==> src/rtl/mycpu_pkg.sv <==
// mycpu_pkg -- constants and bus types shared by the pipeline stages.
//
// Contents:
//   RESET_PC        address of the first instruction fetched after reset
//   FS_TO_DS_W      width of the IF->ID bus {pc, inst}
//   DS_TO_ES_W, ES_TO_MS_W, MS_TO_WS_W
//                   widths of the later inter-stage buses
//   NOP_INST        LoongArch NOP encoding (andi r0, r0, 0)
//   fs_to_ds_t      packed view of the IF->ID payload
//
// No ports.
package mycpu_pkg;

    localparam logic [31:0] RESET_PC   = 32'h1c00_0000;
    localparam int          FS_TO_DS_W = 64;
    localparam int          DS_TO_ES_W = 150;
    localparam int          ES_TO_MS_W = 71;
    localparam int          MS_TO_WS_W = 70;
    localparam logic [31:0] NOP_INST   = 32'h0340_0000;

    typedef struct packed {
        logic [31:0] pc;
        logic [31:0] inst;
    } fs_to_ds_t;

endpackage

==> src/rtl/inst_buf_reg.sv <==
// inst_buf_reg -- 32-bit capture register with a valid flag.
//
// Holds an instruction returned by the SRAM while the consumer is stalled,
// because the SRAM read data is only guaranteed for one cycle.
//
// Ports:
//   clk      in   clock
//   reset    in   synchronous, active-high reset (clears valid)
//   clear    in   drop the held word (valid <= 0)
//   capture  in   load din and set valid, ignored while already valid
//   din      in   [31:0] word to capture
//   dout     out  [31:0] held word
//   valid    out  dout holds a captured word
module inst_buf_reg (
    input  logic        clk,
    input  logic        reset,
    input  logic        clear,
    input  logic        capture,
    input  logic [31:0] din,
    output logic [31:0] dout,
    output logic        valid
);

    // The first captured word is kept until cleared; later capture requests
    // would only see garbage from the SRAM, so they are ignored.
    always_ff @(posedge clk) begin
        if (reset) begin
            valid <= 1'b0;
            dout  <= 32'h0;
        end else if (clear) begin
            valid <= 1'b0;
        end else if (capture && !valid) begin
            valid <= 1'b1;
            dout  <= din;
        end
    end

endmodule

==> src/rtl/if_stage.sv <==
// if_stage -- instruction-fetch stage of the 5-stage pipelined core.
//
// Generates the next PC (sequential or branch redirect), issues instruction
// SRAM reads, buffers the returned word across ID stalls and hands {pc, inst}
// to ID under a valid/allowin handshake.
//
// Optional feature (macro IF_ADEF_EN): misaligned fetch addresses suppress
// the SRAM read, force the instruction to zero, and add an fs_adef flag as the
// bus MSB. Without the macro the PC low bits pass through unchecked.
//
// Ports:
//   clk              in   clock
//   reset            in   synchronous, active-high reset
//   ds_allowin       in   ID can accept an instruction this cycle
//   br_taken         in   ID redirect request (single-cycle pulse)
//   br_target        in   [31:0] redirect PC, valid with br_taken
//   fs_to_ds_valid   out  fs_to_ds_bus holds a valid instruction
//   fs_to_ds_bus     out  {pc, inst} ({adef, pc, inst} with IF_ADEF_EN)
//   inst_sram_en     out  read enable
//   inst_sram_we     out  write enable, tied to 0
//   inst_sram_addr   out  [31:0] fetch address (nextpc)
//   inst_sram_wdata  out  [31:0] write data, tied to 0
//   inst_sram_rdata  in   [31:0] read data, one cycle after the address
module if_stage #(
    parameter logic [31:0] RESET_PC   = mycpu_pkg::RESET_PC,
    parameter int          FS_TO_DS_W = mycpu_pkg::FS_TO_DS_W
) (
    input  logic                  clk,
    input  logic                  reset,
    input  logic                  ds_allowin,
    input  logic                  br_taken,
    input  logic [31:0]           br_target,
    output logic                  fs_to_ds_valid,
`ifdef IF_ADEF_EN
    output logic [FS_TO_DS_W:0]   fs_to_ds_bus,
`else
    output logic [FS_TO_DS_W-1:0] fs_to_ds_bus,
`endif
    output logic                  inst_sram_en,
    output logic                  inst_sram_we,
    output logic [31:0]           inst_sram_addr,
    output logic [31:0]           inst_sram_wdata,
    input  logic [31:0]           inst_sram_rdata
);

    import mycpu_pkg::*;

    logic        fs_valid;
    logic [31:0] fs_pc;
    logic        br_pend;
    logic [31:0] br_pend_target;
    logic        to_fs_valid;
    logic        fs_ready_go;
    logic        fs_allowin;
    logic [31:0] seq_pc;
    logic [31:0] nextpc;
    logic        buf_capture;
    logic        inst_buf_valid;
    logic [31:0] inst_buf;
    logic [31:0] raw_inst;
    logic [31:0] fs_inst;
    logic        fetch_ok;
    fs_to_ds_t   payload;

    assign to_fs_valid = ~reset;
    assign seq_pc      = fs_pc + 32'd4;
    assign fs_ready_go = 1'b1;
    assign fs_allowin  = ~fs_valid | (fs_ready_go & ds_allowin);

    // A live redirect beats a stored one; the stored one beats sequential flow.
    always_comb begin
        nextpc = seq_pc;
        if (br_taken) begin
            nextpc = br_target;
        end else if (br_pend) begin
            nextpc = br_pend_target;
        end
    end

    always_ff @(posedge clk) begin
        if (reset) begin
            fs_valid <= 1'b0;
            fs_pc    <= RESET_PC - 32'd4;
        end else if (fs_allowin) begin
            fs_valid <= to_fs_valid;
            fs_pc    <= nextpc;
        end
    end

    // A redirect that arrives while IF is blocked is remembered and consumed
    // by the next fetch; a newer redirect overwrites an older pending one.
    always_ff @(posedge clk) begin
        if (reset) begin
            br_pend        <= 1'b0;
            br_pend_target <= 32'h0;
        end else if (fs_allowin) begin
            br_pend <= 1'b0;
        end else if (br_taken) begin
            br_pend        <= 1'b1;
            br_pend_target <= br_target;
        end
    end

    assign buf_capture = fs_valid & ~ds_allowin & ~inst_buf_valid;

    inst_buf_reg u_inst_buf (
        .clk     (clk),
        .reset   (reset),
        .clear   (fs_allowin),
        .capture (buf_capture),
        .din     (inst_sram_rdata),
        .dout    (inst_buf),
        .valid   (inst_buf_valid)
    );

    assign raw_inst = inst_buf_valid ? inst_buf : inst_sram_rdata;

`ifdef IF_ADEF_EN
    logic fs_adef;
    assign fs_adef  = (fs_pc[1:0] != 2'b00);
    assign fetch_ok = (nextpc[1:0] == 2'b00);
    assign fs_inst  = fs_adef ? 32'h0 : raw_inst;
`else
    assign fetch_ok = 1'b1;
    assign fs_inst  = raw_inst;
`endif

    assign payload.pc   = fs_pc;
    assign payload.inst = fs_inst;

`ifdef IF_ADEF_EN
    assign fs_to_ds_bus = {fs_adef, payload};
`else
    assign fs_to_ds_bus = payload;
`endif

    // The instruction held in IF is on the wrong path whenever a redirect is
    // live or pending, so it is never offered to ID.
    assign fs_to_ds_valid  = fs_valid & ~br_taken & ~br_pend;

    assign inst_sram_en    = to_fs_valid & fs_allowin & fetch_ok;
    assign inst_sram_we    = 1'b0;
    assign inst_sram_addr  = nextpc;
    assign inst_sram_wdata = 32'h0;

endmodule

==> config.mk <==
export PLATFORM = sky130hd
export DESIGN_NAME = if_stage
export DESIGN_NICKNAME = d
export VERILOG_FILES = /design/src/rtl/mycpu_pkg.sv /design/src/rtl/inst_buf_reg.sv /design/src/rtl/if_stage.sv
export SDC_FILE = /design/constraint.sdc
export NUM_CORES = 1
export LEC_CHECK = 0
export CAP_MARGIN = 20
export CORE_MARGIN = 3
export CORE_UTILIZATION = 47
export CTS_BUF_LIST = sky130_fd_sc_hd__clkbuf_4 sky130_fd_sc_hd__clkbuf_8
export CTS_CLUSTER_SIZE = 30
export DETAILED_ROUTE_END_ITERATION = 8
export GPL_TIMING_DRIVEN = 0
export PLACE_DENSITY = 0.94
export SYNTH_ARGS = -nofsm -noshare
export SYNTH_HDL_FRONTEND = slang
export SYNTH_SLANG_ARGS = --single-unit
==> constraint.sdc <==
create_clock -name clk -period 3.2 [get_ports clk]
set_clock_uncertainty 0.15 [all_clocks]
set_input_delay 0.64 -clock clk [delete_from_list [all_inputs] [get_ports clk]]
set_output_delay 0.64 -clock clk [all_outputs]
set_load 0.02 [all_outputs]
## After elaboration in Yosys (flattened, before gate mapping)

Cells that the tools add are included.

- Register bits: 99
- Input bits: 68
- Output and inout bits: 131
- Word-level logic and storage cells: 28

- Add/sub/neg operators: 1
- Mux-type cells: 3
- Bitwise gates (word level): 13
- Reduce and logical (&&, ||, !) cells: 5

Operator list:

| kind | count |
|---|---|
| $mux 32 | 3 |
| $add 32x3->32 const B | 1 |
| $not 1->1 | 7 |
| $and 1x1->1 | 5 |
| $reduce_and 2->1 | 2 |
| $reduce_or 2->1 | 1 |
| $logic_and 1x1->1 | 1 |
| $logic_not 1->1 | 1 |
| $or 1x1->1 | 1 |

## Longest topological paths before layout

Gate-level depths: netlist of run 1.

- Word-level depth: 5
- Mapped depth: 7
- Gate-level depth less buffers: 6

## Cells and area by module

A second synthesis of run 1 with hierarchy kept.

- Cell total of the unflattened synthesis: 725
- Area, all modules: 5,965.7 µm²

Modules (own cells, without submodules):

| module | times used | cells each | area an instance (µm²) | seq. area each (µm²) |
|---|---|---|---|---|
| if_stage | 1 | 582 | 4,464.3 | 1,321.3 |
| inst_buf_reg | 1 | 143 | 1,501.4 | 660.6 |

## Least setup slack after synthesis of run 1

OpenSTA, ideal clock, no wires.

- Kind: flip-flop to output port
- From: reg fs_pc[2]
- To: out inst_sram_addr[18]
- Arrival time: 2.194 ns
- Data required time: 2.410 ns
- Setup slack: 0.216 ns
- Cell stages (with the launch flop): 8
- Cell sequence: dfxtp_1 > ha_1 > nand4_2 > nor4_2 > buf_4 > nand3_2 > xor2_1 > o21ai_0

- Cells in the longest elaborated chain, start to end: 3

RTL lines:

| element | line | source |
|---|---|---|
| from (decl) | if_stage.sv:49 | `logic [31:0] fs_pc;` |
| from (signal assigned) | if_stage.sv:83 | `fs_pc <= RESET_PC - 32'd4;` |
| from (signal assigned) | if_stage.sv:86 | `fs_pc <= nextpc;` |
| $add 32x3->32 | if_stage.sv:66 | `assign seq_pc = fs_pc + 32'd4;` |
| $mux 32 | if_stage.sv:75 | `end else if (br_pend) begin` |
| $mux 32 | if_stage.sv:73 | `if (br_taken) begin` |
| to (decl) | if_stage.sv:41 | `output logic [31:0] inst_sram_addr,` |

No other way between the ends.

## Worst setup path in the final report of run 1

- From: reg fs_pc[4]
- To: out inst_sram_addr[31]

The elaborated chain is that of the path after synthesis.

==> results of run 1 <==
[synthesized netlist by cell type (all sizes together), types with 4 or more instances]
cell / number / share of area [%]
or3: 5 / 0.65
nand4: 11 / 1.5
nand2: 167 / 11
nor2: 26 / 1.8
mux2: 32 / 6.5
a21oi: 88 / 7.9
nor3: 9 / 0.99
a211oi: 4 / 0.54
dfxtp: 99 / 36
a31oi: 4 / 0.45
inv: 10 / 0.68
nor4: 5 / 1.3
a22oi: 16 / 2.2
a221o: 6 / 1.1
nand2b: 4 / 0.45
o21ai: 34 / 3.1
clkbuf: 45 / 3.0
mux2i: 13 / 2.3
o211ai: 5 / 0.68
o22a: 5 / 0.79
nand3: 17 / 1.8
xnor2: 14 / 2.2
o22ai: 6 / 0.68
xor2: 12 / 1.9
o32ai: 5 / 0.79
buf: 40 / 5.1
[flip-flops by register name (all words and copies together), names as in the netlist]
register and cells:
fs_valid 1, u_inst_buf.valid 1, br_pend_target 32, u_inst_buf.dout 32, fs_pc 32, br_pend 1
[layout make-up]
class | instances | area [sq um]
Inverter | 11 | 41.3
Clock inverter | 5 | 52.6
Sequential cell | 99 | 2030
Tap cell | 143 | 179
Timing Repair Buffer | 177 | 1700
Buffer | 83 | 502
Fill cell | 860 | 3490
Multi-Input combinational cell | 551 | 3320
Clock buffer | 11 | 145
[per-stage QoR]
| step | util (%) | instances | instance area, sq um |
|---|---|---|---|
| after floorplan | - | 746 | 5670 |
| after global placement | 65.4 | 1054 | 7500 |
| after detailed placement | 65.4 | 1054 | 7500 |
| after CTS | 68.4 | 1075 | 7850 |
| after global routing | 69.6 | 1080 | 7980 |
| final | 69.6 | 1080 | 7980 |
[power by group through the flow]
stage	combinational, mW	clock, mW	sequential (mW)
floorplan	0.578	0	1.43
detailed placement	1.06	0	1.40
global route	1.20	0.887	1.40
finish	1.13	0.829	1.39
global placement	1.04	0	1.40
CTS	1.07	0.831	1.39
[critical path: stages (launching register included)]
cell and delay [ns]:
dfxtp_4 0.42, nand3_4 0.15, or3_4 0.48, nor4_4 0.39, xnor2_2 0.11, a221oi_2 0.24, buf_4 0.19
[cell families after synthesis]
kind of cell | count (synthesis) | share of synthesized area [%]
mux | 45 | 8.84
buf+inv | 96 | 8.86
compound gates | 186 | 20.3
simple gates | 260 | 21.9
flops | 99 | 35.7
fa+ha+maj | 1 | 0.225
other cells | 1 | 0.0676
xor+xnor | 26 | 4.10
[what timing repair did]
item	CTS	global route
resized for setup	129	52
pin swaps	6	8
endpoints found under the setup margin	64	29
setup buffers	7	5
[path summary, 6_finish.rpt]
check	startpoint	to	slack, ns	cells past startpoint
min reg2reg	u_inst_buf.dout[28]	u_inst_buf.dout[28]	0.31	2
max	fs_pc[4]	inst_sram_addr[31]	0.05	6
max reg2reg	fs_pc[4]	fs_pc[31]	0.91	7
min	u_inst_buf.dout[28]	u_inst_buf.dout[28]	0.31	2
[layer usage]
metal  up-vias  global-route usage (%)  share of wire, %
met3        87                    5.76                10
met5         -                       0                 0
met4         0                    14.1               4.2
li1       2868                       -                 -
met2       431                    45.4                47
met1      2863                    35.2                38
==> run metrics, run 1 <==
drt via density around 5.8; Required @ worst endpoint 2.41 ns; Initial Util 48.4%; most common cell after layout, fill and taps aside nand2_1; Switching Share between 30% and 40%; Routed Antenna Nets 0; row cnt 39; Final Total Pwr 3.35 mW; Critical Setup Path Class reg2out; FF+latch count, synth 99; Final Hold Fails 0; P_leak slightly above 3 nW; Reg power frac 41.5%; Gate power share roughly a third; startpoint types flip-flop; Clk pwr share about 25%; Post-synth EDFFs 0; Sink Count 99; via count between 6000 and 7000; gr usage total 28.0%; Power Density between 400 and 500 nW/um^2; Longest Clk Path Bufs 2; Die Ht roughly 110 um; sequential area share after synthesis between 30% and 40%; gpl congestion between 0.9 and 1; Switch Pwr roughly 1.2 mW; layout cell share with drive strength beyond 1 about a fifth; total CTS buffers 9; clock insertion delay at the later pin of the skew report 0.37 ns; Die X about 110 um; largest net degree at the start of global routing 16; number of global-route vias before repair ~6000; hold_buf cts 0; pre-CTS setup slack -1.08 ns; Overflow after GRT 0; Initial DRT Pass Iterations 5; worst-path fanout max 7; Mean Syn Cell Area a little under 8 sq um; Period Utilization, post-route a little over nine tenths; Post-Syn Area between 5000 and 6000 sq um; worst slew pin tran 0.698 ns; Max H-tree Level 3; Nets 1001; Final WS setup approximately 0.05 ns; fin crit period 3.15 ns; PortBufs 165; # DRC 0; Max transition margin 53.5%; P&R area growth vs syn 43.8%; unrepaired setup endpoints after global routing true; clock-pin slew of the registers on the worst-case setup and hold paths about 0.09 ns; VDD IR max approximately 0.00025 V; CTS root buf clkbuf_8; WL/cell roughly 18 um; async set or reset register ratio after synthesis 0%; diodes inserted 0; synthesized instance count 714; Yosys warnings 0; MaxCap Viol Count 0; final wirelength ~19000 um; WHS about 0.31 ns; post-detail-place hpwl 13500 um; Max Fclk between 300 and 400 MHz; CTS tree yes; io pins 199; main flop type after synthesis dfxtp_1; final setup violation count 0; first-pass GRT wire length between 20000 and 30000 um; WP data arrival approximately 2.4 ns; die area about 13000 sq um; Internal ~2.2 mW; initial antenna violation count 0; Worst setup EP type output port; core box area 11500 sq um; Starting DRT DRC Count a little over 600; final slew viol count 0; setup_tns 0 ns; worst min path class reg2reg; distinct cell type count after synthesis a little over 60; commonest non-fill, non-tap cells in the layout nand2_1 (165), clkdlybuf4s50_1 (131), a21oi_1 (86); status finished clean
Note: power is estimated with default switching activity, not from simulation.
==> run 2: changes to the inputs <==
- CORE_UTILIZATION: 47 -> 57
- DONT_BUFFER_PORTS: not set -> 1
- PLACE_DENSITY: 0.94 -> 0.83
==> run metrics, run 2 (synthesis results as in run 1) <==
status finished clean; row cnt 35 (-10%); worst slew pin tran 0.826 ns (+0.128 ns); Max transition margin 44.4% (-9.1 points); Critical Setup Path Class reg2out; worst-path fanout max 8 (+1); Final Total Pwr 3.03 mW (-9.5%); via count 5558 (-11%); Worst setup EP type output port; hold_buf cts 0 (unchanged); Starting DRT DRC Count 582 (-5.8%); P_leak 2.30 nW (-25%); first-pass GRT wire length 26800 um (-9.6%); Longest Clk Path Bufs 2 (unchanged); worst min path class in2reg; P&R area growth vs syn 13.5%; final setup violation count 0 (unchanged); largest net degree at the start of global routing 16 (unchanged); pre-CTS setup slack -0.171 ns (+0.908 ns); initial antenna violation count 0 (unchanged); Nets 833 (-17%); Worst path slowest cell or3_4; Required @ worst endpoint 2.41 ns (about the same); Die X 105 um (-8.7%); Max H-tree Level 3 (unchanged); drt via density 6.20 (+7.1%); most common cell after layout, fill and taps aside nand2_1; gr usage total 30.4% (+2.4 points); Final Hold Fails 0 (unchanged); unrepaired setup endpoints after global routing true; reg2reg path depth 6 (-1); WHS Path Cells 2 (unchanged); final slew viol count 0 (unchanged); WL/cell 19.7 um (+9.9%); CTS tree yes; Final WS setup 0.00312 ns (-0.0458 ns); core box area 9370 sq um (-18%); fin crit period 3.20 ns (+0.0458 ns); total CTS buffers 9 (unchanged); Initial Util 59.2% (+11 points); layout cell share with drive strength beyond 1 20.2% (+1.2 points); commonest non-fill, non-tap cells in the layout nand2_1 (166), a21oi_1 (85), dfxtp_1 (72); startpoint types flip-flop; Max Fclk 313 MHz (-1.4%); PortBufs 0 (-100%); final wirelength 17700 um (-8.7%); Largest regs br_pend_target (32), fs_pc (32), u_inst_buf.dout (32); die area 11000 sq um (-17%); CP max stage delay 0.42 ns (-0.06 ns); gpl congestion 0.947 (-4.5%); io pins 199 (unchanged); post-detail-place hpwl 12900 um (-4.2%); MaxCap Viol Count 0 (unchanged); placed cell count 875 (-17%); fin util 67.2% (-2.4 points); setup_tns 0 ns (unchanged); Power Density 481 nW/um^2 (+15%); clock-pin slew of the registers on the worst-case setup and hold paths 0.10 ns (about the same); WP data arrival 2.41 ns (+0.05 ns); VDD IR max 0.000257 V (+1.4%); # DRC 0 (unchanged); diodes inserted 0 (unchanged); Period Utilization, post-route 99.9% (+1.4 points); number of global-route vias before repair 5170 (-12%); clock insertion delay at the later pin of the skew report 0.37 ns (about the same); count of non-filler cells in the finished layout 897 (-17%); Routed Antenna Nets 0 (unchanged); Initial DRT Pass Iterations 9 (+4); CTS root buf clkbuf_8; Overflow after GRT 0 (unchanged); Sink Count 99 (unchanged); critical path cell sequence buf_6, nand4_1, or3_4, nor4_4, xnor2_2, a221oi_4; Die Ht 105 um (-8.7%)
## run 2: per-stage QoR
stage          instance area, sq um  hold slack, ns
3_3_place_gp                   5830           0.287
3_5_place_dp                   5830           0.297
6_report                       6300           0.238
2_1_floorplan                  5670           0.281
5_1_grt                        6300           0.231
4_1_cts                        6160           0.239
## run 2: path summary, 6_finish.rpt
| path | start | to | slack (ns) |
|---|---|---|---|
| worst min-delay path | inst_sram_rdata[10] | u_inst_buf.dout[10] | 0.24 |
| worst min register to register | u_inst_buf.dout[17] | u_inst_buf.dout[17] | 0.31 |
| worst max register to register | br_pend | fs_pc[2] | 0.81 |
| worst max-delay path | fs_pc[23] | inst_sram_addr[31] | 0.003 |
## run 2: final cells by class
class | instances | area [sq um]
repair buffers | 7 | 50.0
plain buffers | 85 | 489
flip-flops and latches | 99 | 2050
clock buffers | 11 | 139
well taps | 129 | 161
inverters | 11 | 41.3
fillers | 807 | 3070
multi-input cells | 551 | 3320
clock inverters | 4 | 52.6
## run 2: power breakdown
part	leakage [nW]	switching (mW)	internal (mW)	total, mW
clock network	0.0885	0.447	0.375	0.823
logic	1.40	0.510	0.259	0.769
registers	0.810	0.132	1.31	1.44
## run 2: critical path: cells and delay by family, from the launching register on
family          cells  cell delay [ns]
xor+xnor            1             0.13
simple gates        3             0.95
compound gates      1             0.41
buf+inv             1             0.14
flops               1             0.40
## run 2: timing repair
item | 4_1_cts | 5_1_grt
setup endpoints to repair | 20 | 23
resized for setup | 54 | 45
buffers inserted | 2 | 4
cloned | 0 | 1
pin swaps | 4 | 8
## run 2: metal layers
metal,GRT usage (%),share of wire (%)
met1,38.5,37
met2,49.0,46
met3,8.96,13
met4,11.6,3.4
met5,0,0
